### src/rtl/lp_sqrt_result_buffer_if.sv
// Result hand-off stream from the sqrt result buffer to the next stage.
// Latency: wires only, no storage.
// Backpressure: out_ready from the consumer holds the head entry in place.
interface lp_sqrt_result_buffer_if #(
    parameter int root_width = 4,
    parameter int id_width   = 8
);
    logic                  out_valid;
    logic                  out_ready;
    logic [root_width-1:0] out_root;
    logic [id_width-1:0]   out_id;

    // Buffer side: presents the head entry and watches ready.
    modport master (
        output out_valid,
        output out_root,
        output out_id,
        input  out_ready
    );

    // Consumer side: samples the head entry and drives ready.
    modport slave (
        input  out_valid,
        input  out_root,
        input  out_id,
        output out_ready
    );
endinterface

### src/rtl/lp_sqrt_result_buffer.sv
// Captures sqrt results into a first-word-fall-through FIFO and checks ID sequence.
// Latency: 1 cycle from accepted arrive to out_valid when empty; no bypass path.
// Backpressure: accept_n=1 when full (registered decode); out_ready=0 holds the head.
module lp_sqrt_result_buffer #(
    parameter int width       = 8,
    parameter int id_width    = 8,
    parameter int depth       = 4,
    parameter int check_order = 1
) (
    input  logic                         clk,
    input  logic                         rst_n,
    input  logic                         arrive,
    input  logic [(width+1)/2-1:0]       root,
    input  logic [id_width-1:0]          arrive_id,
    output logic                         accept_n,
    lp_sqrt_result_buffer_if.master      out_if,
    output logic [$clog2(depth):0]       count,
    output logic                         id_err,
    input  logic                         clr_err
);
    localparam int RW = (width + 1) / 2;
    localparam int AW = $clog2(depth);
    localparam int CW = AW + 1;

    // One stored result: the root and the ID it arrived with.
    typedef struct packed {
        logic [RW-1:0]       root;
        logic [id_width-1:0] id;
    } entry_t;

    entry_t        mem [depth];
    logic [AW-1:0] wr_ptr;
    logic [AW-1:0] rd_ptr;
    logic [CW-1:0] count_q;
    entry_t        hold_q;
    entry_t        head;
    logic          push;
    logic          pop;
    logic          not_empty;
    logic          full;

    // Flow decode is taken from the registered occupancy only, so accept_n
    // never depends combinationally on arrive or out_ready.
    assign not_empty = (count_q != '0);
    assign full      = (count_q == CW'(depth));
    assign push      = arrive & ~full;
    assign pop       = not_empty & out_if.out_ready;

    // Store the accepted result at the write pointer.
    always_ff @(posedge clk or negedge rst_n) begin
        if (!rst_n) begin
            for (int i = 0; i < depth; i++) begin
                mem[i] <= '0;
            end
        end else if (push) begin
            mem[wr_ptr] <= '{root: root, id: arrive_id};
        end
    end

    // Pointers wrap naturally because depth is a power of two.
    always_ff @(posedge clk or negedge rst_n) begin
        if (!rst_n) begin
            wr_ptr <= '0;
            rd_ptr <= '0;
        end else begin
            if (push) begin
                wr_ptr <= wr_ptr + AW'(1);
            end
            if (pop) begin
                rd_ptr <= rd_ptr + AW'(1);
            end
        end
    end

    // Occupancy: a simultaneous push and pop leaves it unchanged.
    always_ff @(posedge clk or negedge rst_n) begin
        if (!rst_n) begin
            count_q <= '0;
        end else begin
            case ({push, pop})
                2'b10:   count_q <= count_q + CW'(1);
                2'b01:   count_q <= count_q - CW'(1);
                default: count_q <= count_q;
            endcase
        end
    end

    // Remember the head while one exists so an emptied FIFO keeps showing
    // the last result instead of whatever stale slot rd_ptr now points at.
    always_ff @(posedge clk or negedge rst_n) begin
        if (!rst_n) begin
            hold_q <= '0;
        end else if (not_empty) begin
            hold_q <= mem[rd_ptr];
        end
    end

    // Head selection: live entry when occupied, held value otherwise.
    always_comb begin
        head = hold_q;
        if (not_empty) begin
            head = mem[rd_ptr];
        end
    end

    assign accept_n         = full;
    assign count            = count_q;
    assign out_if.out_valid = not_empty;
    assign out_if.out_root  = head.root;
    assign out_if.out_id    = head.id;

    generate
        if (check_order != 0) begin : g_order
            logic [id_width-1:0] exp_id;
            logic                err_q;

            // Sticky sequence error; a setting push beats clr_err, and the
            // expected ID follows the last pushed ID so the check resyncs.
            always_ff @(posedge clk or negedge rst_n) begin
                if (!rst_n) begin
                    exp_id <= '0;
                    err_q  <= 1'b0;
                end else begin
                    if (push && (arrive_id != exp_id)) begin
                        err_q <= 1'b1;
                    end else if (clr_err) begin
                        err_q <= 1'b0;
                    end
                    if (push) begin
                        exp_id <= arrive_id + id_width'(1);
                    end
                end
            end

            assign id_err = err_q;
        end else begin : g_no_order
            assign id_err = 1'b0;
        end
    endgenerate
endmodule

### src/flat_wrapper.sv
// flat-port wrapper written by rule: the top's interface ports become plain ports
module lp_sqrt_result_buffer_flat 
#(
    parameter int width       = 8,
    parameter int id_width    = 8,
    parameter int depth       = 4,
    parameter int check_order = 1
)
  (clk, rst_n, arrive, root, arrive_id, accept_n, count, id_err, clr_err, out_if_out_valid, out_if_out_root, out_if_out_id, out_if_out_ready);
  lp_sqrt_result_buffer_if #(.root_width((((8) + 1) / 2)), .id_width(id_width)) out_if_i ();
  input  logic clk;
  input  logic rst_n;
  input  logic arrive;
  input  logic [(width+1)/2-1:0] root;
  input  logic [id_width-1:0] arrive_id;
  output logic accept_n;
  output logic [$clog2(depth):0] count;
  output logic id_err;
  input  logic clr_err;
  output wire logic [$bits(out_if_i.out_valid)-1:0] out_if_out_valid;
  output wire logic [$bits(out_if_i.out_root)-1:0] out_if_out_root;
  output wire logic [$bits(out_if_i.out_id)-1:0] out_if_out_id;
  input wire logic [$bits(out_if_i.out_ready)-1:0] out_if_out_ready;
  assign out_if_out_valid = out_if_i.out_valid;
  assign out_if_out_root = out_if_i.out_root;
  assign out_if_out_id = out_if_i.out_id;
  assign out_if_i.out_ready = out_if_out_ready;
  lp_sqrt_result_buffer #(.width(width), .id_width(id_width), .depth(depth), .check_order(check_order)) u_core (.clk(clk), .rst_n(rst_n), .arrive(arrive), .root(root), .arrive_id(arrive_id), .accept_n(accept_n), .out_if(out_if_i), .count(count), .id_err(id_err), .clr_err(clr_err));
endmodule
### config.mk
export PLATFORM = sky130hd
export DESIGN_NAME = lp_sqrt_result_buffer_flat
export DESIGN_NICKNAME = d
export VERILOG_FILES = /design/src/rtl/lp_sqrt_result_buffer_if.sv /design/src/rtl/lp_sqrt_result_buffer.sv /design/src/flat_wrapper.sv
export SDC_FILE = /design/constraint.sdc
export NUM_CORES = 1
export LEC_CHECK = 0
export BUFFER_PORTS_ARGS = -buffer_cell sky130_fd_sc_hd__buf_2
export CORE_MARGIN = 10
export CORE_UTILIZATION = 45
export DETAILED_ROUTE_END_ITERATION = 10
export PLACE_DENSITY = 0.74
export RECOVER_POWER = 25
export SLEW_MARGIN = 20
export SYNTH_ARGS = -nofsm -noshare
export SYNTH_HDL_FRONTEND = slang
export SYNTH_SLANG_ARGS = --single-unit
export TNS_END_PERCENT = 20
### constraint.sdc
create_clock -name clk -period 5.1 [get_ports clk]
set_clock_uncertainty 0.15 [all_clocks]
set_input_delay 0.51 -clock clk [delete_from_list [all_inputs] [get_ports clk]]
set_output_delay 0.51 -clock clk [all_outputs]
set_load 0.01 [all_outputs]
==> out/qor.yml <==
totalWireLength_um: 6820
cap_violations: 0
portBuffers: 34
crit_buf_inv: 1
ys.flop_type: "dfrtp_1"
synthArstFlopShare: 1.00
final_antenna_net_count: 0
power_density_nw_per_um2: 673
num-fill-cells: 704
yosysTopAreaCell: "dfrtp_1"
yosysMostFrequentCell: "dfrtp_1"
path_max_fanout: 14
r2r_cells: 8
arrival_ns: 2.34
final_hold_viol_count: 0
num_vias: 1922
grt_max_degree: 77
final.period_utilization: 0.589
setup_viol: 0
slew_viol_final: 0
min_period_ns: 3.00
antenna_cells: 0
drc: 0
crit_path_end_kind: "primary output"
required_ns: 4.44
area_growth_pct: 8.54
cts_made_buffers: 9
postSynthCellCount: 241
holdCritPathClass: "in2async"
synth_edf_count: 0
ctsHoldBuffers: 0
gp_congestion: 0.774
rr_startpoint: "u_core.count[0]"
fin_setup_tns_ns: 0
critPathLaunchType: "flop"
io_pins: 35
routedWlPerCell_um: 18.1
cts_tree: "built"
ctsResizeCount: 0
cts.sinks: 76
cp_cell_sequence: "mux4_1, mux2_4, buf_2"
grt_usage: 0.118
cts_max_path_buffers: 2
htreeDepth: 3
first_global_vias: 2117
fmax_mhz: 333
fp.dieArea_um2: 12300
synth-seq-cells: 76
pre_cts_ws_ns: 2.35
crit_slowest_cell: "dfrtp_1"
ys_warn_count: 0
synthesis.area_um2: 3720
rrSetupSlack_ns: 2.37
seq_area_frac_synth: 0.511
core_area_um2: 8130
initial_core_util: 0.458
rsz0062_at_grt: "no"
ir_drop_mv: 0.378
clkSlewWorstSetupHoldPaths_ns: 0.07
netlist.area_leader.share: 0.511
postCtsSetupRepairBufs: 0
critical_path_class: "reg2out"
status: "completed"
tightest_slew_ns: 0.945
hpwl_um: 4440
synth_common_cells: "dfrtp_1 (76), mux2_4 (49), nand2_1 (12), xnor2_1 (12), mux2_2 (11)"
drt_iter0_drc: 110
critPathTopFamily: "multiplexers"
die_height_um: 111
antenna_found_initial: 0
syn-num-nets: 265
first_pass_iters: 4
grt_pass1_wl_um: 11600
die_w_um: 111
p_leak_nw: 1.98
timing.rr.end: "u_core.count[2]"
nNetsFinal: 292
synth_area_leaders: "dfrtp_1 (51%), mux2_4 (20%), mux4_2 (4.8%), mux2_2 (3.3%), mux4_1 (2.8%)"
syn_area_per_cell_um2: 15.5
clkLatencyLatePin_ns: 0.35
critical_path.max_stage_delay_ns: 0.91
viasPerCell: 5.11
whs_ns: 0.153
grt-ovfl-total: 0
slew_headroom: 0.370
synth_cell_types: 27
cts_root_buf: "clkbuf_8"
rows: 33
worst_slack_ns: 2.10
drive_gt1_frac: 0.446
## worst max-delay path by stage
stage / cells after the start / end / startpoint
floorplan: 11 / u_core.count[2] / u_core.count[0]
global placement: 7 / u_core.count[1] / arrive
detailed placement: 8 / u_core.count[2] / u_core.count[0]
CTS: 3 / out_if_out_id[2] / u_core.rd_ptr[0]
global route: 3 / out_if_out_id[2] / u_core.rd_ptr[0]
finish: 3 / out_if_out_id[2] / u_core.rd_ptr[0]
## cell usage in the layout (no fill, tap or decap), types with 6 or more instances in the layout
master	instances
dfrtp_1	76
mux2_4	49
buf_2	33
nand2_1	12
xnor2_1	12
mux2_2	11
o21ai_0	10
clkbuf_8	10
mux4_2	8
xor2_1	8
inv_1	7
ha_1	6
## cells by family after synthesis
logic type | after synthesis | synth area share
flops | 76 | 0.511
simple gates | 30 | 0.0477
fa+ha+maj | 7 | 0.0255
mux | 73 | 0.310
buf+inv | 25 | 0.0454
xor+xnor | 20 | 0.0470
compound gates | 10 | 0.0134
## report_power, final
| part | switching, mW | total (mW) | internal, mW |
|---|---|---|---|
| sequential | 0.212 | 1.12 | 0.907 |
| clock | 0.204 | 0.386 | 0.182 |
| combinational | 0.456 | 1.22 | 0.760 |
| total | 0.872 | 2.72 | 1.85 |
## registers in the layout, indices dropped and copies added (netlist names)
signal and cells:
u_core.count 3, u_core.g_order.exp_id 8, u_core.hold_q 12, u_core.id_err 1, u_core.mem 48, u_core.rd_ptr 2, u_core.wr_ptr 2
## routing by layer
| metal | vias to the layer above | wire, um | GRT usage |
|---|---|---|---|
| met5 | - | 0 | 0 |
| met1 | 984 | 3370 | 0.156 |
| met3 | 13 | 293 | 0.0427 |
| met4 | 0 | 109 | 0.0443 |
| li1 | 888 | - | - |
| met2 | 37 | 3040 | 0.172 |
## per-stage QoR
stage	std cells	util	instance area (um2)	total power, mW
6_report	376	0.497	4040	2.72
4_1_cts	376	0.497	4040	2.77
3_5_place_dp	362	0.478	3880	2.37
3_3_place_gp	362	0.478	3880	2.33
2_1_floorplan	241	-	3720	2.09
5_1_grt	376	0.497	4040	2.93
## area by class of cell
| type | instances | area [um2] | area share |
|---|---|---|---|
| tap | 105 | 131 | 0.0325 |
| timing repair buffer | 34 | 173 | 0.0427 |
| sequential | 76 | 1900 | 0.471 |
| inverter | 7 | 26.3 | 0.00650 |
| multi-input combinational | 140 | 1650 | 0.409 |
| clock inverter | 3 | 15.0 | 0.00372 |
| clock buffer | 11 | 141 | 0.0350 |
Note: power is estimated with default switching activity, not from simulation.
